[config.mk]
export PLATFORM = sky130hd
export DESIGN_NAME = filter_scheduler_flat
export DESIGN_NICKNAME = d
export VERILOG_FILES = /design/src/rtl/filter_scheduler_if.sv /design/src/rtl/filter_scheduler.sv /design/src/flat_wrapper.sv
export SDC_FILE = /design/constraint.sdc
export NUM_CORES = 1
export LEC_CHECK = 0
export ABC_AREA = 1
export BUFFER_PORTS_ARGS = -buffer_cell sky130_fd_sc_hd__buf_2
export CORE_MARGIN = 1
export CORE_UTILIZATION = 42
export CTS_BUF_LIST = sky130_fd_sc_hd__clkbuf_4 sky130_fd_sc_hd__clkbuf_8
export DETAILED_ROUTE_END_ITERATION = 10
export GPL_TIMING_DRIVEN = 0
export PLACE_DENSITY = 0.69
export SKIP_CTS_REPAIR_TIMING = 1
export SLEW_MARGIN = 40
export SYNTH_ARGS = -nofsm -noshare
export SYNTH_HDL_FRONTEND = slang
export SYNTH_SLANG_ARGS = --single-unit
[constraint.sdc]
create_clock -name clk -period 4.4 [get_ports clk]
set_input_delay 0.66 -clock clk [delete_from_list [all_inputs] [get_ports clk]]
set_output_delay 0.66 -clock clk [all_outputs]
set_load 0.02 [all_outputs]
[src/rtl/filter_scheduler_if.sv]
// Purpose: bundles the UART-side, frame-RAM-side and kernel-side signals of
//          the frame-level filter scheduler into one interface.
// Ports (signals):
//   rx_valid, rx_data, mode             environment -> scheduler
//   ld_we, ld_addr, ld_data             input-RAM write port
//   rd_addr, rd_zero                    input-RAM read address / zero-substitute flag
//   col_shift, row_clr                  window register control
//   wr_we, wr_addr                      output-RAM write port
//   mode_lat, busy, frame_done, overrun status
//   dbg_state                           current FSM state, for observation only
// Modports: master = scheduler side, slave = environment side.
interface filter_scheduler_if #(
    parameter int ADDR_W = 13,
    parameter int DATA_W = 8
);
    logic              rx_valid;
    logic [DATA_W-1:0] rx_data;
    logic [1:0]        mode;
    logic              ld_we;
    logic [ADDR_W-1:0] ld_addr;
    logic [DATA_W-1:0] ld_data;
    logic [ADDR_W-1:0] rd_addr;
    logic              rd_zero;
    logic              col_shift;
    logic              row_clr;
    logic              wr_we;
    logic [ADDR_W-1:0] wr_addr;
    logic [1:0]        mode_lat;
    logic              busy;
    logic              frame_done;
    logic              overrun;
    logic [1:0]        dbg_state;

    modport master (
        input  rx_valid, rx_data, mode,
        output ld_we, ld_addr, ld_data, rd_addr, rd_zero, col_shift, row_clr,
               wr_we, wr_addr, mode_lat, busy, frame_done, overrun, dbg_state
    );

    modport slave (
        output rx_valid, rx_data, mode,
        input  ld_we, ld_addr, ld_data, rd_addr, rd_zero, col_shift, row_clr,
               wr_we, wr_addr, mode_lat, busy, frame_done, overrun, dbg_state
    );
endinterface

[src/rtl/filter_scheduler.sv]
// Purpose: frame-level sequencer for the UART-fed 3x3 image filter.
//   Loads received bytes into the input frame RAM, then scans the frame
//   column by column issuing three row reads per column, strobes window
//   shifts and output-RAM writes, and pulses frame_done at the end.
// Ports:
//   clk   - system clock, rising edge
//   RESET - asynchronous, active-high reset
//   bus   - filter_scheduler_if.master (UART input, RAM ports, kernel
//           control, status and debug state)
// Handshake: there is no ready path. rx_valid is a one-cycle strobe and the
//   byte on rx_data is consumed in that same cycle; in FILTER it is dropped
//   and recorded in the sticky overrun flag.
module filter_scheduler #(
    parameter int IMG_W  = 80,
    parameter int IMG_H  = 80,
    parameter int ADDR_W = 13,
    parameter int DATA_W = 8
) (
    input logic                clk,
    input logic                RESET,
    filter_scheduler_if.master bus
);
    localparam logic [1:0] S_IDLE   = 2'd0;
    localparam logic [1:0] S_LOAD   = 2'd1;
    localparam logic [1:0] S_FILTER = 2'd2;
    localparam logic [1:0] S_DONE   = 2'd3;

    localparam int X_W = $clog2(IMG_W + 1);
    localparam int Y_W = $clog2(IMG_H + 1);

    localparam logic [ADDR_W-1:0] LAST_PIX = ADDR_W'(IMG_W * IMG_H - 1);
    localparam logic [ADDR_W-1:0] W_A      = ADDR_W'(IMG_W);
    localparam logic [ADDR_W-1:0] H_A      = ADDR_W'(IMG_H);
    localparam logic [ADDR_W-1:0] ONE_A    = ADDR_W'(1);
    localparam logic [X_W-1:0]    X_PAD    = X_W'(IMG_W);
    localparam logic [Y_W-1:0]    Y_LAST   = Y_W'(IMG_H - 1);

    logic [1:0]        state;
    logic [ADDR_W-1:0] load_cnt;
    logic [Y_W-1:0]    y;
    logic [X_W-1:0]    x;
    logic [1:0]        p;
    logic              draining;
    logic              drain_cnt;
    logic [1:0]        mode_q;
    logic              overrun_q;

    // Read-return / write pipeline
    logic              zero_q;
    logic              shift_q;
    logic              wr_pend;
    logic [ADDR_W-1:0] wr_addr_pend;
    logic              wr_we_q;
    logic [ADDR_W-1:0] wr_addr_q;

    logic              accept_state;
    logic              ld_fire;
    logic              issuing;
    logic              issue_zero;
    logic [ADDR_W-1:0] row_plus1;
    logic [ADDR_W-1:0] issue_addr;
    logic [ADDR_W-1:0] out_addr;

    always_comb begin
        accept_state = (state == S_IDLE) || (state == S_LOAD) || (state == S_DONE);
        // Reset gates the write strobe so an abort cannot leak a RAM write.
        ld_fire      = accept_state && bus.rx_valid && !RESET;
        issuing      = (state == S_FILTER) && !draining;
        // row_plus1 = (y + p - 1) + 1, kept non-negative so the range test
        // happens before any multiply and nothing can wrap.
        row_plus1    = ADDR_W'(y) + ADDR_W'(p);
        issue_zero   = (row_plus1 == '0) || (row_plus1 > H_A) || (x == X_PAD);
        issue_addr   = issue_zero ? '0 : ((row_plus1 - ONE_A) * W_A + ADDR_W'(x));
        // Output pixel for column x is centred on column x-1.
        out_addr     = ADDR_W'(y) * W_A + ADDR_W'(x) - ONE_A;
    end

    always_ff @(posedge clk or posedge RESET) begin
        if (RESET) begin
            state        <= S_IDLE;
            load_cnt     <= '0;
            y            <= '0;
            x            <= '0;
            p            <= '0;
            draining     <= 1'b0;
            drain_cnt    <= 1'b0;
            mode_q       <= '0;
            overrun_q    <= 1'b0;
            zero_q       <= 1'b0;
            shift_q      <= 1'b0;
            wr_pend      <= 1'b0;
            wr_addr_pend <= '0;
            wr_we_q      <= 1'b0;
            wr_addr_q    <= '0;
        end else begin
            zero_q  <= issuing && issue_zero;
            shift_q <= issuing && (p == 2'd2);
            wr_pend <= issuing && (p == 2'd2) && (x != '0);
            if (issuing && (p == 2'd2) && (x != '0)) begin
                wr_addr_pend <= out_addr;
            end
            wr_we_q <= wr_pend;
            if (wr_pend) begin
                wr_addr_q <= wr_addr_pend;
            end

            case (state)
                S_IDLE, S_LOAD, S_DONE: begin
                    // DONE lasts one cycle; a byte arriving then starts a new load.
                    if (state == S_DONE) begin
                        state <= S_IDLE;
                    end
                    if (bus.rx_valid) begin
                        if (load_cnt == LAST_PIX) begin
                            state     <= S_FILTER;
                            load_cnt  <= '0;
                            mode_q    <= bus.mode;
                            overrun_q <= 1'b0;
                            y         <= '0;
                            x         <= '0;
                            p         <= '0;
                            draining  <= 1'b0;
                            drain_cnt <= 1'b0;
                        end else begin
                            state    <= S_LOAD;
                            load_cnt <= load_cnt + ONE_A;
                        end
                    end
                end
                S_FILTER: begin
                    if (bus.rx_valid) begin
                        overrun_q <= 1'b1;
                    end
                    if (draining) begin
                        // Two cycles let the last column's shift and write drain.
                        drain_cnt <= 1'b1;
                        if (drain_cnt) begin
                            state    <= S_DONE;
                            draining <= 1'b0;
                        end
                    end else if (p == 2'd2) begin
                        p <= '0;
                        if (x == X_PAD) begin
                            x <= '0;
                            if (y == Y_LAST) begin
                                y         <= '0;
                                draining  <= 1'b1;
                                drain_cnt <= 1'b0;
                            end else begin
                                y <= y + Y_W'(1);
                            end
                        end else begin
                            x <= x + X_W'(1);
                        end
                    end else begin
                        p <= p + 2'd1;
                    end
                end
                default: state <= S_IDLE;
            endcase
        end
    end

    always_comb begin
        bus.ld_we      = ld_fire;
        bus.ld_addr    = ld_fire ? load_cnt : '0;
        bus.ld_data    = ld_fire ? bus.rx_data : {DATA_W{1'b0}};
        bus.rd_addr    = issuing ? issue_addr : '0;
        bus.rd_zero    = zero_q;
        bus.col_shift  = shift_q;
        bus.row_clr    = issuing && (x == '0) && (p == 2'd0);
        bus.wr_we      = wr_we_q;
        bus.wr_addr    = wr_addr_q;
        bus.mode_lat   = mode_q;
        bus.busy       = (state == S_LOAD) || (state == S_FILTER);
        bus.frame_done = (state == S_DONE);
        bus.overrun    = overrun_q;
        bus.dbg_state  = state;
    end
endmodule

[src/flat_wrapper.sv]
// flat-port wrapper written by rule: the top's interface ports become plain ports
module filter_scheduler_flat 
#(
    parameter int IMG_W  = 80,
    parameter int IMG_H  = 80,
    parameter int ADDR_W = 13,
    parameter int DATA_W = 8
)
  (clk, RESET, bus_rx_valid, bus_rx_data, bus_mode, bus_ld_we, bus_ld_addr, bus_ld_data, bus_rd_addr, bus_rd_zero, bus_col_shift, bus_row_clr, bus_wr_we, bus_wr_addr, bus_mode_lat, bus_busy, bus_frame_done, bus_overrun, bus_dbg_state);
  filter_scheduler_if #(.ADDR_W(ADDR_W), .DATA_W(DATA_W)) bus_i ();
  input logic clk;
  input logic RESET;
  input wire logic [$bits(bus_i.rx_valid)-1:0] bus_rx_valid;
  input wire logic [$bits(bus_i.rx_data)-1:0] bus_rx_data;
  input wire logic [$bits(bus_i.mode)-1:0] bus_mode;
  output wire logic [$bits(bus_i.ld_we)-1:0] bus_ld_we;
  output wire logic [$bits(bus_i.ld_addr)-1:0] bus_ld_addr;
  output wire logic [$bits(bus_i.ld_data)-1:0] bus_ld_data;
  output wire logic [$bits(bus_i.rd_addr)-1:0] bus_rd_addr;
  output wire logic [$bits(bus_i.rd_zero)-1:0] bus_rd_zero;
  output wire logic [$bits(bus_i.col_shift)-1:0] bus_col_shift;
  output wire logic [$bits(bus_i.row_clr)-1:0] bus_row_clr;
  output wire logic [$bits(bus_i.wr_we)-1:0] bus_wr_we;
  output wire logic [$bits(bus_i.wr_addr)-1:0] bus_wr_addr;
  output wire logic [$bits(bus_i.mode_lat)-1:0] bus_mode_lat;
  output wire logic [$bits(bus_i.busy)-1:0] bus_busy;
  output wire logic [$bits(bus_i.frame_done)-1:0] bus_frame_done;
  output wire logic [$bits(bus_i.overrun)-1:0] bus_overrun;
  output wire logic [$bits(bus_i.dbg_state)-1:0] bus_dbg_state;
  assign bus_i.rx_valid = bus_rx_valid;
  assign bus_i.rx_data = bus_rx_data;
  assign bus_i.mode = bus_mode;
  assign bus_ld_we = bus_i.ld_we;
  assign bus_ld_addr = bus_i.ld_addr;
  assign bus_ld_data = bus_i.ld_data;
  assign bus_rd_addr = bus_i.rd_addr;
  assign bus_rd_zero = bus_i.rd_zero;
  assign bus_col_shift = bus_i.col_shift;
  assign bus_row_clr = bus_i.row_clr;
  assign bus_wr_we = bus_i.wr_we;
  assign bus_wr_addr = bus_i.wr_addr;
  assign bus_mode_lat = bus_i.mode_lat;
  assign bus_busy = bus_i.busy;
  assign bus_frame_done = bus_i.frame_done;
  assign bus_overrun = bus_i.overrun;
  assign bus_dbg_state = bus_i.dbg_state;
  filter_scheduler #(.IMG_W(IMG_W), .IMG_H(IMG_H), .ADDR_W(ADDR_W), .DATA_W(DATA_W)) u_core (.clk(clk), .RESET(RESET), .bus(bus_i));
endmodule
# == Word level (Yosys, flattened, before mapping) ==
# Index checks and enable logic that the tools add are counted.
# word_totals
reg_bits,66
inputBits,13
output_inout_bits,59
# op_classes
addsub,9
n_mul,2
order_cmp,1
eq_ne,19
n_mux,42
n_reduce_logical,30
# ops
cell,count
2-to-1 mux 7 bit,9
2-to-1 mux 13 bit,4
case mux 7 bit (2 select lines),2
adder 13 x 7 -> 13 bit,2
"subtractor 13 x 1 -> 13 bit, second input constant",2
2-to-1 mux 2 bit,9
"adder 7 x 1 -> 7 bit, second input constant",2
"equality test 7 bit, second input constant",2
"adder 13 x 1 -> 13 bit, second input constant",1
"equality test 13 bit, second input constant",1
"greater-than comparator 13 x 7 -> 1 bit, second input constant",1
logical NOT 13 bit,1
"multiplier 13 x 3 -> 9 bit, second input constant",1
2-to-1 mux 1 bit,12
AND reduction 3 bit,4
"inequality test 2 x 1 -> 1 bit, second input constant",5
AND reduction 5 bit,2
"multiplier 7 x 3 -> 9 bit, second input constant",1
"inequality test 3 x 1 -> 1 bit, second input constant",3
adder 7 x 2 -> 8 bit,1
logical AND 1 bit,8
2-to-1 mux 8 bit,1
case mux 2 bit (2 select lines),2
logical NOT 7 bit,1
13 further kinds,26

# == Longest topological paths before layout ==
# Gate-level depths: netlist of run 1.
# logic_depth
ltp_word,6
depth_mapped,24
ltp_nobuf,24

# == Worst setup path after synthesis of run 1 ==
# Ideal clock, no wire load.
# synth_timing
path_type,register to output
startpoint,register u_core.y[0]
endpoint,output bus_rd_addr[11]
arrival_time_ns,3.377
t_required_ns,3.740
path_slack_ns,0.363
path_stages_with_launch,19
cell_sequence,dfrtp_1 ha_1 inv_1 fa_1 xor2_2 nand3_1 nor2_1 nand2_1 xor2_1 ha_1 ha_1 nand2_1 nand2_1 a31oi_1 xnor2_1 nand3b_1 xor2_1 inv_1 nor2_1
# synth_between
elab_chain_cells,6
elab_cells_between_ends,10
classes_between,3 x add/sub; 1 x mul; 1 x order compare; 2 x mux; 3 x reduce/logical
# synth_lines
element,line_no,source
start: declaration,filter_scheduler.sv:40,logic [Y_W-1:0] y;
start signal: assignment,filter_scheduler.sv:150,y <= y + Y_W'(1);
adder 7 x 2 -> 8 bit *,filter_scheduler.sv:71,row_plus1 = ADDR_W'(y) + ADDR_W'(p);
subtractor 13 x 1 -> 13 bit (tied with other cells),filter_scheduler.sv:73,issue_addr = issue_zero ? '0 : ((row_plus1 - ONE_A) * W_A + ADDR_W'(x));
multiplier 13 x 3 -> 9 bit or logical OR 1 bit (tied branches),"filter_scheduler.sv:73, filter_scheduler.sv:72",
adder 13 x 7 -> 13 bit or logical OR 1 bit (tied branches),"filter_scheduler.sv:73, filter_scheduler.sv:72",
2-to-1 mux 13 bit *,filter_scheduler.sv:73,
2-to-1 mux 13 bit *,filter_scheduler.sv:168,bus.rd_addr = issuing ? issue_addr : '0;
end: declaration,flat_wrapper.sv:19,output wire logic [$bits(bus_i.rd_addr)-1:0] bus_rd_addr;
# Mark *: on every way between the ends. The rest lies on a longest branch, timed or not.

# == Final worst setup path of run 1 ==
# layout_timing
startpoint,register u_core.p[0]
endpoint,output bus_rd_addr[11]
# layout_between
elab_chain_cells,6
elab_cells_between_ends,10
classes_between,3 x add/sub; 1 x mul; 1 x order compare; 2 x mux; 3 x reduce/logical
# layout_lines
element,line_no,source
start: declaration,filter_scheduler.sv:42,logic [1:0] p;
start signal: assignment,filter_scheduler.sv:156,p <= p + 2'd1;
adder 7 x 2 -> 8 bit *,filter_scheduler.sv:71,
subtractor 13 x 1 -> 13 bit (tied with other cells),filter_scheduler.sv:73,
multiplier 13 x 3 -> 9 bit or logical OR 1 bit (tied branches),"filter_scheduler.sv:73, filter_scheduler.sv:72",
adder 13 x 7 -> 13 bit or logical OR 1 bit (tied branches),"filter_scheduler.sv:73, filter_scheduler.sv:72",
2-to-1 mux 13 bit *,filter_scheduler.sv:73,
2-to-1 mux 13 bit *,filter_scheduler.sv:168,
# Marked as above.

==> results of run 1 <==
cells in the final DEF (no fill, tap or decap), types with 13 or more instances in the layout:
master	synthesis	routed
sky130_fd_sc_hd__a21oi_1	31	31
sky130_fd_sc_hd__buf_2	2	71
sky130_fd_sc_hd__dfrtp_1	66	65
sky130_fd_sc_hd__ha_1	51	42
sky130_fd_sc_hd__inv_1	97	95
sky130_fd_sc_hd__mux2_2	13	13
sky130_fd_sc_hd__nand2_1	120	113
sky130_fd_sc_hd__nand3_1	44	41
sky130_fd_sc_hd__nor2_1	76	72
sky130_fd_sc_hd__nor3_1	14	14
sky130_fd_sc_hd__o21ai_0	27	26
sky130_fd_sc_hd__xor2_1	16	14
metal layers:
layer / track usage (%) / share of wire [%] / vias up
met5: 0 / 0 / -
met4: 7.24 / 1.7 / 0
met3: 2.85 / 3.1 / 12
met2: 31.0 / 49 / 64
met1: 23.4 / 46 / 2010
li1: - / - / 2202
flip-flops by register name, summed over array words and instances (netlist names), 2 cells and up:
register / flops
u_core.x: 7
u_core.wr_addr_pend: 13
u_core.bus.dbg_state: 2
u_core.load_cnt: 13
u_core.y: 7
u_core.p: 2
u_core.bus.wr_addr: 13
u_core.bus.mode_lat: 2
how the worst min path moves through the flow:
stage	start	endpoint	slack, ps	depth (start not counted)
finish	RESET	u_core.load_cnt[2]	320	2
global route	RESET	u_core.load_cnt[2]	360	2
CTS	RESET	u_core.load_cnt[2]	330	2
detailed placement	u_core.wr_addr_pend[2]	u_core.wr_addr_pend[2]	450	2
global placement	u_core.wr_addr_pend[2]	u_core.wr_addr_pend[2]	460	2
floorplan	u_core.wr_pend	u_core.bus.wr_we	430	0
worst reg2reg max path: cells and delay by family, from the launching register on:
family | cells | cell delay [ps]
compound gates | 1 | 350
xor+xnor | 1 | 150
fa+ha+maj | 4 | 1180
buf+inv | 1 | 60
flops | 1 | 610
simple gates | 7 | 620
synthesized netlist by cell type, drive strengths merged, types with 4 or more instances:
library cell	n
mux2	13
xor2	17
xnor2	10
nand2	125
buf	4
or2	4
fa	5
inv	101
dfrtp	66
nand3	45
nor2	83
ha	51
a21oi	31
o21ai	27
nand4	11
nor3b	4
nor3	14
power by group through the flow:
stage               combinational (W)  clock [W]  sequential (W)
finish                       0.000978   0.000522        0.000757
global route                  0.00110   0.000560        0.000769
CTS                          0.000814   0.000535        0.000755
detailed placement           0.000809          0        0.000766
global placement             0.000785          0        0.000763
floorplan                    0.000598          0        0.000762
logic make-up after synthesis:
logic type,after synthesis
xor gates and xnor gates,27
adders and majority gates,56
buffers and inverters,108
and+or+nand+nor,291
AOI/OAI and AO/OA,66
muxes,13
DFF,66
area by class of cell:
cell class                 count  area [µm²]  share of cell area (%)
timing repair buffer          80         444                    7.50
clock inverter                 2        37.5                   0.634
sequential                    66        1650                    27.9
inverter                     101         382                    6.44
tap                          140         175                    2.96
buffer                         7        36.3                   0.613
clock buffer                  13         160                    2.70
multi-input combinational    453        3030                    51.2
through the flow:
stage / instance area (µm²) / hold slack [ps] / util (%) / setup WS (ps)
floorplan: 4850 / 433 / - / 363
global placement: 5380 / 457 / 48.7 / 138
CTS: 5600 / 329 / 50.7 / -421
detailed placement: 5400 / 454 / 48.9 / -35.1
finish: 5920 / 321 / 53.7 / -89.0
global route: 5920 / 359 / 53.7 / -321
==> impl_metrics.toml, run 1 <==
[worst_setup_path]
critical-path-max-stage-delay_ps = 440
cp_num_cells = 19
cp-start-kind = "flop"
worst-setup-path-type = "reg -> out"
worst-r2r-cell-count = 14
cp_max_fo = 5
path_cells = "ha_4, inv_2, fa_2, xor2_4, nand3_2, nor2_2, nand2_1, xor2_2, ha_1, ha_4, nand2_2, nand2_2, a31oi_4, xnor2_2, nand3b_1, xor2_1, inv_1, nor2_1, buf_4"
crit_family = "adder cells"
crit_required_ps = 3740
cpMaxStageDelayCell = "sky130_fd_sc_hd__dfrtp_1"
startpoint = "u_core.p[0]"
critPathCaptureType = "output port"
critical_path_arrival_ps = 3830
crit_buf_inv = 3
critPathCapture = "bus_rd_addr[11]"
critical_path.reg2reg.endpoint = "u_core.wr_addr_pend[12]"
worstReg2RegStart = "u_core.y[2]"
timing.reg2reg.setup_slack_ps = 1310

[clocking]
cts_tree = "built"
clk_latency_ps = 350
cts_root_buffer = "sky130_fd_sc_hd__clkbuf_8"
cts_buffer_depth = 2
tritoncts_num_sinks = 66
cts_h_tree_lvls = 3
clock_transition_time_at_the_flip_flop_clock_pins_of_the_worst_setup_and_hold_paths_ps = 70
cts_inserted_buffers = 9

[synthesis]
synth.area.top_cells = "sky130_fd_sc_hd__dfrtp_1, sky130_fd_sc_hd__ha_1, sky130_fd_sc_hd__nand2_1"
post_synth_inst_count = 627
synth-compound-area-share_pct = 7.13
synth.cell_area_mm2 = 0.00485
ys_dominant_reg_cell = "sky130_fd_sc_hd__dfrtp_1"
synth.net_count = 696
yosys-mux-area-fraction_pct = 3.02
parity_gate_share_of_the_synthesized_area_counting_xor_and_xnor_cells_pct = 5.03
combinational_family_with_the_most_area_after_synthesis = "simple AND/OR/NAND/NOR gates"
synth_simple_gate_area_share_pct = 26.9
yosysTopAreaCell = "sky130_fd_sc_hd__dfrtp_1"
synth-adder-area-share_pct = 15.2
postSynthRegisterBits = 66
yosys_warnings = 0
synth.avg_cell_area_um2 = 7.73
synth_sequential_area_ratio_pct = 34.1
post_synth_num_cell_types = 36
synthArstFlopShare_pct = 100
synth_largest_type_area_fraction_pct = 34.1
synth_enable_flop_cells = 0

[detailed_routing]
number_of_search_and_repair_iterations_in_the_first_detailed_routing_pass = 4
avgViaCountPerCell = 4.97
route.detailed.drc = 0
via_count = 4288
drt-wirelength-per-cell_um = 12.4
final_antenna_net_count = 0
drt_iter0_markers = 276
detail_route.wirelength_mm = 10.7

[grt]
grt_max_degree = 35
first_global_vias = 3971
grt_util_all_layers_pct = 18.3
global_route.overflow_total = 0
wire_length_of_the_first_global_routing_pass_mm = 17.4
grt_antenna_before_repair = 0

[timing]
max_slew.worst_pin.slew_ps = 548
min_period_over_period_pct = 102
report.final.setup_viol = 2
timing.final.crit_period_ps = 4490
setup_slack_ps = -89.0
maxSlewViolCount = 0
fin_tns_setup_ps = -176
unrepaired_setup_endpoints_after_global_routing = "yes"
clock_skew_ps = 9.16
clock.fmax_ghz = 0.223
hold_viol = 0
relSlewSlack_pct = 63.2

[power_and_ir_drop]
part_of_the_power_in_registers_pct = 33.6
switchingPower_w = 0.000897
power_leakage_nw = 3.20
power-per-cell-area_mw_per_mm2 = 381
internal_power_summed_over_all_cells_w = 0.00136
power.combinational.fraction_pct = 43.3
ir_worst_vdd_uv = 293
post-layout-total-power_w = 0.00226
clkPwrFrac_pct = 23.1
p_sw_share_pct = 39.7

[final_layout]
final_net_count = 787
final.fill_count = 1042
drive_above_1_share_pct = 24.0
instances_no_fill = 862
flow.area_growth_from_synthesis_pct = 22.2
n_antenna_cell = 0

[run_status]
run_status = "finished, violations left"
violations_in_the_final_reports = "negative setup slack"

[flow_run]
drv.max_cap_violation_count = 0

[die]
die_area_mm2 = 0.0120
dieWidth_um = 109
initial_core_util_pct = 43.9
ios = 72
coreArea_mm2 = 0.0110
row_cnt = 38
floorplan.die.height_um = 109

[placed_design]
detailed_place_hpwl_mm = 8.28
placement.io_buffers = 71
total_instance_count_after_detailed_placement = 839
routabilityCongestion = 0.871

[hold_path]
hold_path.class = "in -> async"
Note: power is estimated with default switching activity, not from simulation.
==> run 2, diff against run 1 <==
- CORE_UTILIZATION: 42 -> 50
- PLACE_DENSITY: 0.69 -> 0.78
==> run 2 against run 1 <==
Against the previous run: the run still ends with negative setup slack left; sequential share of layout area fell by 0.68 points; clock power is 5.6% higher; final cell count shrank 0.70%; global-route usage is 3.0 points higher; hold slack improved by 6.2 ps.
==> impl_metrics.toml, run 2 (same netlist as run 1, synthesis figures left out) <==
[worst_setup_path]
critical_path_arrival_ps = 3970
crit_required_ps = 3740
cp-start-kind = "flop"
critPathCaptureType = "output port"
worst-setup-path-type = "reg -> out"
cp_max_fo = 5

[die]
dieWidth_um = 100
initial_core_util_pct = 52.0
row_cnt = 35
die_area_mm2 = 0.0101
ios = 72
coreArea_mm2 = 0.00933
floorplan.die.height_um = 100

[timing]
timing.final.crit_period_ps = 4630
maxSlewViolCount = 0
clock_skew_ps = 18.4
max_slew.worst_pin.slew_ps = 605
relSlewSlack_pct = 59.5
fin_tns_setup_ps = -489
clock.fmax_ghz = 0.216
unrepaired_setup_endpoints_after_global_routing = "yes"
worst_hold_slack_ps = 327
min_period_over_period_pct = 105
hold_viol = 0
report.final.setup_viol = 3
setup_slack_ps = -228

[clocking]
cts_tree = "built"
clk_latency_ps = 350
clock_transition_time_at_the_flip_flop_clock_pins_of_the_worst_setup_and_hold_paths_ps = 90
tritoncts_num_sinks = 66
cts_h_tree_lvls = 3
cts_inserted_buffers = 9
cts_buffer_depth = 2
cts_root_buffer = "sky130_fd_sc_hd__clkbuf_8"

[final_layout]
multi_input_comb_area_mm2 = 0.00315
layout.area.seq_mm2 = 0.00165
flow.area_growth_from_synthesis_pct = 25.1
drive_above_1_share_pct = 26.0
n_antenna_cell = 0
top_library_cells_by_usage_in_the_layout_fill_and_taps_aside = "sky130_fd_sc_hd__nand2_1, sky130_fd_sc_hd__inv_1, sky130_fd_sc_hd__nor2_1"
mostFrequentLayoutCell = "sky130_fd_sc_hd__nand2_1"
fin_area_mm2 = 0.00606
final_net_count = 791
final.fill_count = 791

[grt]
grt_max_degree = 35
first_global_vias = 4115
wire_length_of_the_first_global_routing_pass_mm = 17.5
grt_util_all_layers_pct = 21.3
grt_antenna_before_repair = 0
global_route.overflow_total = 0

[hold_path]
hold_path.class = "in -> async"

[power_and_ir_drop]
part_of_the_power_in_registers_pct = 32.0
p_sw_share_pct = 41.8
power.combinational.fraction_pct = 44.7
switchingPower_w = 0.000985
power_leakage_nw = 3.25
power-per-cell-area_mw_per_mm2 = 389
ir_worst_vdd_uv = 296
internal_power_summed_over_all_cells_w = 0.00137
post-layout-total-power_w = 0.00236
clkPwrFrac_pct = 23.4

[placed_design]
routabilityCongestion = 0.827
detailed_place_hpwl_mm = 7.83
dp_slack_ps = -10.6
placedInstanceArea_mm2 = 0.00539
placement.io_buffers = 71

[detailed_routing]
number_of_search_and_repair_iterations_in_the_first_detailed_routing_pass = 5
avgViaCountPerCell = 5.19
route.detailed.drc = 0
drt-wirelength-per-cell_um = 13.0
detail_route.wirelength_mm = 11.1
drt_iter0_markers = 197
final_antenna_net_count = 0
via_count = 4442

[flow_run]
drv.max_cap_violation_count = 0

[run_status]
run_status = "finished, violations left"
violations_in_the_final_reports = "negative setup slack"
## run 2: cell count changes in the layout (fill, tap and decap cells not counted), sizes merged
| cell | change |
|---|---|
| buf | +4 |
| clkbuf | -4 |
| clkinvlp | +1 |
| inv | +4 |
## run 2: layer usage
| metal | vias to the layer above | global-route usage [%] | wire (µm) |
|---|---|---|---|
| met5 | - | 0 | 0 |
| met4 | 0 | 6.35 | 143 |
| met3 | 18 | 2.51 | 437 |
| met2 | 118 | 36.9 | 5560 |
| met1 | 2094 | 28.0 | 4970 |
| li1 | 2212 | - | - |
## run 2: per-stage QoR
step	instances	util, %
5_1_grt	856	65.0
3_5_place_dp	828	57.7
6_report	856	65.0
3_3_place_gp	827	57.5
4_1_cts	844	59.9
2_1_floorplan	627	-
## run 2: area by class of cell
class | count | area share, %
clock buffers | 9 | 2.04
multi-input cells | 453 | 51.9
repair buffers | 84 | 7.92
flip-flops and latches | 66 | 27.2
inverters | 101 | 6.29
clock inverters | 7 | 1.36
plain buffers | 7 | 0.598
well taps | 129 | 2.66
## run 2: power by group through the flow
stage | Sequential (W) | Combinational [W] | Clock [W]
finish | 0.000754 | 0.00105 | 0.000551
floorplan | 0.000762 | 0.000598 | 0
global placement | 0.000759 | 0.000773 | 0
CTS | 0.000752 | 0.000805 | 0.000557
global route | 0.000766 | 0.00116 | 0.000579
detailed placement | 0.000764 | 0.000799 | 0
## run 2: path summary, 6_finish.rpt
check | from | end | slack (ps) | depth (start not counted)
setup / recovery | u_core.y[0] | bus_rd_addr[11] | -230 | 20
hold / removal | RESET | u_core.load_cnt[4] | 330 | 2
setup reg to reg | u_core.y[2] | u_core.wr_addr_pend[12] | 1240 | 14
hold reg to reg | u_core.bus.mode_lat[0] | u_core.bus.mode_lat[0] | 480 | 2
max in group asynchronous | RESET | u_core.drain_cnt | 3550 | 3
min in group clk | u_core.bus.mode_lat[0] | u_core.bus.mode_lat[0] | 480 | 2
## run 2: worst max-delay path, cell delays in order, from the launching register on
cell                       delay (ps)
sky130_fd_sc_hd__dfrtp_1          420
sky130_fd_sc_hd__ha_2             240
sky130_fd_sc_hd__inv_2             50
sky130_fd_sc_hd__fa_2             430
sky130_fd_sc_hd__xor2_4           290
sky130_fd_sc_hd__nand3_4          160
sky130_fd_sc_hd__nor2_4           190
sky130_fd_sc_hd__nand2_4           80
sky130_fd_sc_hd__xor2_4           160
sky130_fd_sc_hd__ha_4             280
sky130_fd_sc_hd__ha_4             210
sky130_fd_sc_hd__nand2_2           70
sky130_fd_sc_hd__nand2_2           70
sky130_fd_sc_hd__a31oi_4          170
sky130_fd_sc_hd__xnor2_2          140
sky130_fd_sc_hd__buf_4            140
sky130_fd_sc_hd__nand3b_1          80
sky130_fd_sc_hd__xor2_1           140
sky130_fd_sc_hd__inv_1             60
sky130_fd_sc_hd__nor2_1            90
sky130_fd_sc_hd__buf_4            150
